[src/rtl/game_sequencer.sv]
// game_sequencer: round-flow controller for the Pac-Man datapath.
// Runs the round phases (idle, ready countdown, play, death, level clear,
// game over). Owns the score, lives and level registers. Gates motion and
// issues one-cycle reload/reposition pulses.
//
// Ports:
//   clk, rst      - system clock, async active-high reset
//   frame_tick    - one-cycle pulse per movement step; phase-timer enable
//   start         - start button (level); rising edge detected here
//   pellet_eaten  - one-cycle pulse per pellet consumed
//   all_cleared   - level: pellet array empty
//   ghost_hit     - level: Pac-Man/ghost overlap
//   state         - IDLE=0 READY=1 PLAY=2 DYING=3 CLEAR=4 OVER=5
//   motion_en     - high only while in PLAY
//   pellet_reload - one-cycle pulse: refill pellets
//   pm_reset      - one-cycle pulse: return Pac-Man to spawn
//   score, lives, level - game registers
module game_sequencer #(
  parameter int SCORE_W     = 16,
  parameter int READY_TICKS = 120,
  parameter int DYING_TICKS = 90,
  parameter int CLEAR_TICKS = 60,
  parameter int START_LIVES = 3,
  parameter int PELLET_PTS  = 10
) (
  input  logic               clk,
  input  logic               rst,
  input  logic               frame_tick,
  input  logic               start,
  input  logic               pellet_eaten,
  input  logic               all_cleared,
  input  logic               ghost_hit,
  output logic [2:0]         state,
  output logic               motion_en,
  output logic               pellet_reload,
  output logic               pm_reset,
  output logic [SCORE_W-1:0] score,
  output logic [2:0]         lives,
  output logic [3:0]         level
);

  localparam int TMAX0 = (READY_TICKS > DYING_TICKS) ? READY_TICKS : DYING_TICKS;
  localparam int TMAX  = (TMAX0 > CLEAR_TICKS) ? TMAX0 : CLEAR_TICKS;
  localparam int TW    = (TMAX < 2) ? 1 : $clog2(TMAX + 1);

  localparam logic [TW-1:0] READY_LAST = TW'(READY_TICKS - 1);
  localparam logic [TW-1:0] DYING_LAST = TW'(DYING_TICKS - 1);
  localparam logic [TW-1:0] CLEAR_LAST = TW'(CLEAR_TICKS - 1);
  localparam logic [SCORE_W:0] PTS_W   = (SCORE_W+1)'(PELLET_PTS);

  typedef enum logic [2:0] {
    IDLE  = 3'd0,
    READY = 3'd1,
    PLAY  = 3'd2,
    DYING = 3'd3,
    CLEAR = 3'd4,
    OVER  = 3'd5
  } state_t;

  state_t            state_q, state_n;
  logic [TW-1:0]     timer_q, timer_n;
  logic [SCORE_W-1:0] score_q, score_n;
  logic [2:0]        lives_q, lives_n;
  logic [3:0]        level_q, level_n;
  logic              reload_n, pmrst_n;
  logic              start_q, start_edge;
  logic [SCORE_W:0]  score_sum;

  assign start_edge = start & ~start_q;
  // One extra bit catches the carry so the score saturates instead of wrapping.
  assign score_sum  = {1'b0, score_q} + PTS_W;

  always_comb begin
    state_n  = state_q;
    timer_n  = timer_q;
    score_n  = score_q;
    lives_n  = lives_q;
    level_n  = level_q;
    reload_n = 1'b0;
    pmrst_n  = 1'b0;
    case (state_q)
      IDLE, OVER: begin
        if (start_edge) begin
          score_n  = '0;
          lives_n  = 3'(START_LIVES);
          level_n  = 4'd1;
          reload_n = 1'b1;
          pmrst_n  = 1'b1;
          state_n  = READY;
        end
      end
      READY: begin
        if (frame_tick) begin
          if (timer_q == READY_LAST) state_n = PLAY;
          else                       timer_n = timer_q + 1'b1;
        end
      end
      PLAY: begin
        if (pellet_eaten)
          score_n = score_sum[SCORE_W] ? '1 : score_sum[SCORE_W-1:0];
        if (all_cleared) begin
          state_n = CLEAR;
        end else if (ghost_hit) begin
          state_n = DYING;
          if (lives_q != 3'd0) lives_n = lives_q - 3'd1;
        end
      end
      DYING: begin
        if (frame_tick) begin
          if (timer_q == DYING_LAST) begin
            if (lives_q == 3'd0) begin
              state_n = OVER;
            end else begin
              pmrst_n = 1'b1;
              state_n = READY;
            end
          end else begin
            timer_n = timer_q + 1'b1;
          end
        end
      end
      CLEAR: begin
        if (frame_tick) begin
          if (timer_q == CLEAR_LAST) begin
            if (level_q != 4'd15) level_n = level_q + 4'd1;
            reload_n = 1'b1;
            pmrst_n  = 1'b1;
            state_n  = READY;
          end else begin
            timer_n = timer_q + 1'b1;
          end
        end
      end
      default: state_n = IDLE;
    endcase
    // Every phase starts its countdown from zero.
    if (state_n != state_q) timer_n = '0;
  end

  always_ff @(posedge clk or posedge rst) begin
    if (rst) begin
      state_q       <= IDLE;
      timer_q       <= '0;
      score_q       <= '0;
      lives_q       <= '0;
      level_q       <= '0;
      start_q       <= 1'b0;
      motion_en     <= 1'b0;
      pellet_reload <= 1'b0;
      pm_reset      <= 1'b0;
    end else begin
      state_q       <= state_n;
      timer_q       <= timer_n;
      score_q       <= score_n;
      lives_q       <= lives_n;
      level_q       <= level_n;
      start_q       <= start;
      motion_en     <= (state_n == PLAY);
      pellet_reload <= reload_n;
      pm_reset      <= pmrst_n;
    end
  end

  assign state = state_q;
  assign score = score_q;
  assign lives = lives_q;
  assign level = level_q;

endmodule

[config.mk]
export PLATFORM = sky130hd
export DESIGN_NAME = game_sequencer
export DESIGN_NICKNAME = d
export VERILOG_FILES = /design/src/rtl/game_sequencer.sv
export SDC_FILE = /design/constraint.sdc
export NUM_CORES = 1
export LEC_CHECK = 0
export CAP_MARGIN = 25
export CORE_ASPECT_RATIO = 2
export CORE_UTILIZATION = 49
export DETAILED_ROUTE_END_ITERATION = 8
export PLACE_DENSITY = 0.74
export SYNTH_ARGS = -nofsm -noshare
export SYNTH_HDL_FRONTEND = slang
export SYNTH_SLANG_ARGS = --single-unit
export TNS_END_PERCENT = 10
[constraint.sdc]
create_clock -name clk -period 2.2 [get_ports clk]
set_input_delay 0.44 -clock clk [delete_from_list [all_inputs] [get_ports clk]]
set_output_delay 0.44 -clock clk [all_outputs]
set_load 0.005 [all_outputs]
Yosys cells after proc, flatten, opt, wreduce, memory -nomap -nowiden --
Cells that the tools add are included.
Storage, ports and cells: register bits 37, word-level logic and storage cells 92
Operators by class: add/sub/neg operators 4, equality and inequality tests 25, multiplexer cells 41, bitwise operators 2, reduce and logical (&&, ||, !) cells 11
Operators by type and width (count):
- 7-bit two-way mux | 7
- 16-bit two-way mux | 3
- 3-bit two-way mux | 14
- 16-bit one-hot mux with 2 select lines | 1
- 7-bit one-hot mux with 3 select lines | 1
- 3-bit inequality test (second input constant) | 6
- 16-bit by 4-bit adder with 17-bit output (second input constant) | 1
- 4-bit two-way mux | 4
- 2-bit inequality test (second input constant) | 8
- 3-bit one-hot mux with 5 select lines | 1
- 7-bit equality test (second input constant) | 2
- 5-bit AND reduction | 2
- 3-bit by 2-bit equality test with 1-bit output (second input constant) | 3
- 4-bit one-hot mux with 2 select lines | 1
- 7-bit by 1-bit adder with 7-bit output (second input constant) | 1
- 7-bit by 6-bit equality test with 1-bit output (second input constant) | 1
- 7-bit AND reduction | 1
- 3-bit equality test (second input constant) | 2
- 3-bit logical NOT | 2
- 1-bit two-way mux | 6
- 3-bit one-hot mux with 2 select lines | 1
- 4-bit by 1-bit adder with 4-bit output (second input constant) | 1
- 4-bit inequality test (second input constant) | 1
- 2-bit nonzero test | 2
- 11 further kinds | 11

Logic depth before layout (Yosys ltp) --
depth after elaboration 8, depth in mapped cells 7, mapped depth without buffers 7

Least setup slack after synthesis --
No wires, ideal clock.
path kind register to register, start point register timer_q[0], end point register timer_q[1], library setup time 141 ps, arrival time 1623 ps, required time 2059 ps, slack 436 ps, stages on the path, launching flop included 7, clock period less this slack 1764 ps, cell sequence dfrtp_1 ha_1 nand4b_1 o311ai_0 a221oi_1 a31oi_2 a211oi_1
Between the ends: cells in the longest elaborated chain, start to end 7, elaborated cells between the ends (all ways) 28, those cells by class add/sub (1); eq/ne (10); mux (15); reduce/logical (2)
RTL lines:
- from (decl) | RTL line 61 | logic [TW-1:0] timer_q, timer_n;
- from (signal assigned) | RTL line 153 | timer_q <= timer_n;
- 7-bit by 6-bit equality test with 1-bit output (tied with other cells) | RTL line 124 | if (timer_q == CLEAR_LAST) begin
- 3-bit two-way mux (on tied branches) | RTL line 124, 110, 94
- 3-bit two-way mux (on tied branches) | RTL line 123, 109, 93
- 3-bit one-hot mux with 5 select lines | RTL line 81 | case (state_q)
- 3-bit inequality test | RTL line 137 | if (state_n != state_q) timer_n = '0;
- 3-bit inequality test (no source line) or 4-bit nonzero test (tied branches)
- 7-bit AND reduction (no source line)
Parallel ways exist; a longest one is shown, timed or not. The select of a mux whose other input is x is not followed. A chain may end at the register's enable or synchronous reset.

Final worst setup path --
start point register timer_q[1], end point register timer_q[1]
Same word-level chain as after synthesis.

==> flow_summary.ini <==
[timing]
rsz0062_at_grt = false
setup_viol = 0
finalCritPeriodShare_pct = 92.3
finalWorstSetupSlack_ps = 170
max_freq_mhz = 493
slew_violations = 0
max_slew_margin_pct = 64.7
finClkSkew_ps = 8.61
whs_ps = 523
max_slew.worst_pin.slew_ps = 523
layout_min_cycle_time_ps = 2030
finalHoldViolCount = 0

[route]
met2_length_um = 3380
drt_pass1_iterations = 4
drt.antenna.violating_nets = 0
routedWlPerCell_um = 16.6
drc = 0
met1Wirelength_um = 2110
routed.top_layer = met4
met3WireLength_um = 124
viasPerCell = 6.04
wirelength_um = 5810
vias = 2115
drt_iter0_drc = 56

[power]
irDropWorstVdd_mv = 0.593
leakage_nw = 1.18
clockPowerShare_pct = 25.1
power.switching_w = 0.000651
internal_power_w = 0.00130
p_per_area_nw_per_um2 = 692
pwr-share-seq_pct = 47.4
switching_share_pct = 33.4
combPwrFrac_pct = 27.5

[critical_path]
reg2reg_depth = 7
reg2reg_from = timer_q[1]
arrival_ps = 2230
path_class = flop to flop
cpPeakStageDelay_ps = 450
crit_path_start_kind = flop
cp-end-kind = flop
r2r_slack_ps = 170
worstPathRequired_ps = 2400
cp_cell_sequence = ha_1, nand4b_1, o311ai_1, a221oi_1, a31oi_2, buf_4, a211oi_1
cp_max_fo = 7
slowest_stage = a221oi_1
reg2reg_to = timer_q[1]

[clocking]
cts.sinks = 37
tritoncts = done
clk_latency_ps = 290
htree_num_levels = 2
cts_post_setup_buffers_inserted = 0
clk_pin_slew_worst_paths_ps = 70
cts_root_buf = clkbuf_8
numCtsBuffers = 5
cts_buffer_depth = 2

[global_route]
grt_pass1_wl_um = 9940
grt_max_degree = 38
grt_pass1_vias = 2153
overflow = 0
antenna_found_initial = 0
grt.total_usage_pct = 26.9

[finish]
mostFrequentLayoutCells = dfrtp_1 (37), clkdlybuf4s50_1 (35), nor2_1 (22), buf_4 (20), nand2_1 (16)
nFillCells = 382
drive_gt1_share_pct = 13.5
final_common_cell = dfrtp_1
syn_to_final_growth_pct = 27.8
nets = 309
n_antenna_cell = 0

[synthesis]
synth_ff_type = dfrtp_1
syn_inst = 243
synth_top_cell_by_area = dfrtp_1
async_reset_ff_share_pct = 100
synth_nets = 256
synth_top_area_share_pct = 42.0
ys_seq_area_share_pct = 42.0
synth_cell_types = 55
synth.area.top_cells = dfrtp_1 (42%), nor2_1 (3.7%), ha_1 (3.4%)
synth-seq-cells = 37
ys_warn_count = 0
synth-edff-count = 0
avgSynthCellArea_sq_um = 9.08
synthesis.area_sq_um = 2210

[outcome]
outcome = completed

[run]
maxCapViolCount = 0

[floorplan]
die_x_um = 49.5
start_util_pct = 50.9
ioPinCount = 36
core_sq_um = 4340
rows = 34
fp.dieH_um = 96.9
dieArea_sq_um = 4790

[placement]
dp_hpwl_um = 4400
dp_slack_ps = -42.0
io_buffers = 35
place_congestion = 0.850

[min_path]
worst_hold_path_type = flop to flop
worstHoldPathCells = 2
hp-start = score[0]
hold_path_end = score[0]
what timing repair did:
| action | 4_1_cts | 5_1_grt |
|---|---|---|
| hold buffers | 0 | 0 |
| setup endpoints to repair | 0 | 2 |
| gates resized for setup | 0 | 1 |
| endpoints found under the hold margin | 0 | 0 |
worst max-delay path, delay by kind of cell, from the launching register on:
kind                       cells  cell delay (ps)
adders and majority gates      1              260
buffers and inverters          1              170
DFF                            1              420
and+or+nand+nor                1              220
AOI/OAI and AO/OA              4              860
per-layer routing:
metal | vias up | track usage, %
li1 | 1003 | -
met1 | 1042 | 27.2
met2 | 51 | 51.7
met3 | 19 | 2.52
met4 | 0 | 13.6
met5 | - | 0
cells by family after synthesis:
kind of cell	count (synthesis)	synth area share, %
simple gates	105	26.3
buf+inv	21	3.91
fa+ha+maj	6	3.40
xor+xnor	7	2.78
flops	37	42.0
compound gates	64	20.3
mux	3	1.36
power groups by stage:
stage	Sequential (W)	Combinational (W)	Clock (W)
final	0.000924	0.000537	0.000489
after global routing	0.000939	0.000595	0.000526
after CTS	0.000919	0.000537	0.000495
after detailed placement	0.000930	0.000538	0
after global placement	0.000929	0.000513	0
after floorplan	0.000874	0.000356	0
synth_stat cells (2+ instances only):
| master | count |
|---|---|
| dfrtp_1 | 37 |
| nor3_2 | 2 |
| nor3_1 | 10 |
| mux2i_1 | 3 |
| o211ai_1 | 8 |
| nand2_1 | 16 |
| buf_2 | 6 |
| ha_1 | 6 |
| nand3b_1 | 2 |
| o311ai_0 | 2 |
| a31oi_1 | 4 |
| a21oi_1 | 13 |
| and3_1 | 4 |
| nor2b_1 | 4 |
| a211oi_1 | 3 |
| nand4b_1 | 3 |
| o21ai_0 | 13 |
| xor2_1 | 5 |
| nand3_1 | 15 |
| nand4_1 | 3 |
| nor2_1 | 22 |
| o31ai_1 | 2 |
| o2111ai_1 | 3 |
| or3_1 | 5 |
| nor4_1 | 2 |
| inv_1 | 12 |
| nand2b_1 | 6 |
| o211a_1 | 2 |
| xnor2_1 | 2 |
| clkbuf_1 | 3 |
worst max path at each step:
stage | start | to | slack, ps | depth (start not counted)
6_report | timer_q[1] | timer_q[1] | 170 | 7
5_1_grt | timer_q[1] | level[3] | 6 | 6
4_1_cts | timer_q[0] | timer_q[1] | 150 | 7
3_5_place_dp | ghost_hit | timer_q[1] | -40 | 7
3_3_place_gp | ghost_hit | timer_q[1] | 1 | 7
2_1_floorplan | timer_q[0] | timer_q[1] | 440 | 6
area by class of cell:
type	count	area, sq um	share of cell area [%]
tap	54	67.6	2.40
timing repair buffer	55	500	17.7
multi-input combinational	185	1190	42.4
clock buffer	7	86.3	3.06
sequential	37	926	32.8
inverter	12	45.0	1.60
sequential cells by signal, summed over array words and instances, names as in the netlist, 3 cells and up:
signal,count
level,4
lives,3
score,16
state,3
timer_q,7
stage by stage:
step / total power (W) / TNS (ps) / cell area (sq um) / instances / utilization, %
2_1_floorplan: 0.00123 / 0 / 2210 / 243 / -
3_5_place_dp: 0.00147 / -172 / 2730 / 343 / 63.0
4_1_cts: 0.00195 / 0 / 2820 / 350 / 65.0
6_report: 0.00195 / 0 / 2820 / 350 / 65.0
5_1_grt: 0.00206 / 0 / 2820 / 350 / 65.0
3_3_place_gp: 0.00144 / 0 / 2730 / 343 / 63.0
Note: power is estimated with default switching activity, not from simulation.
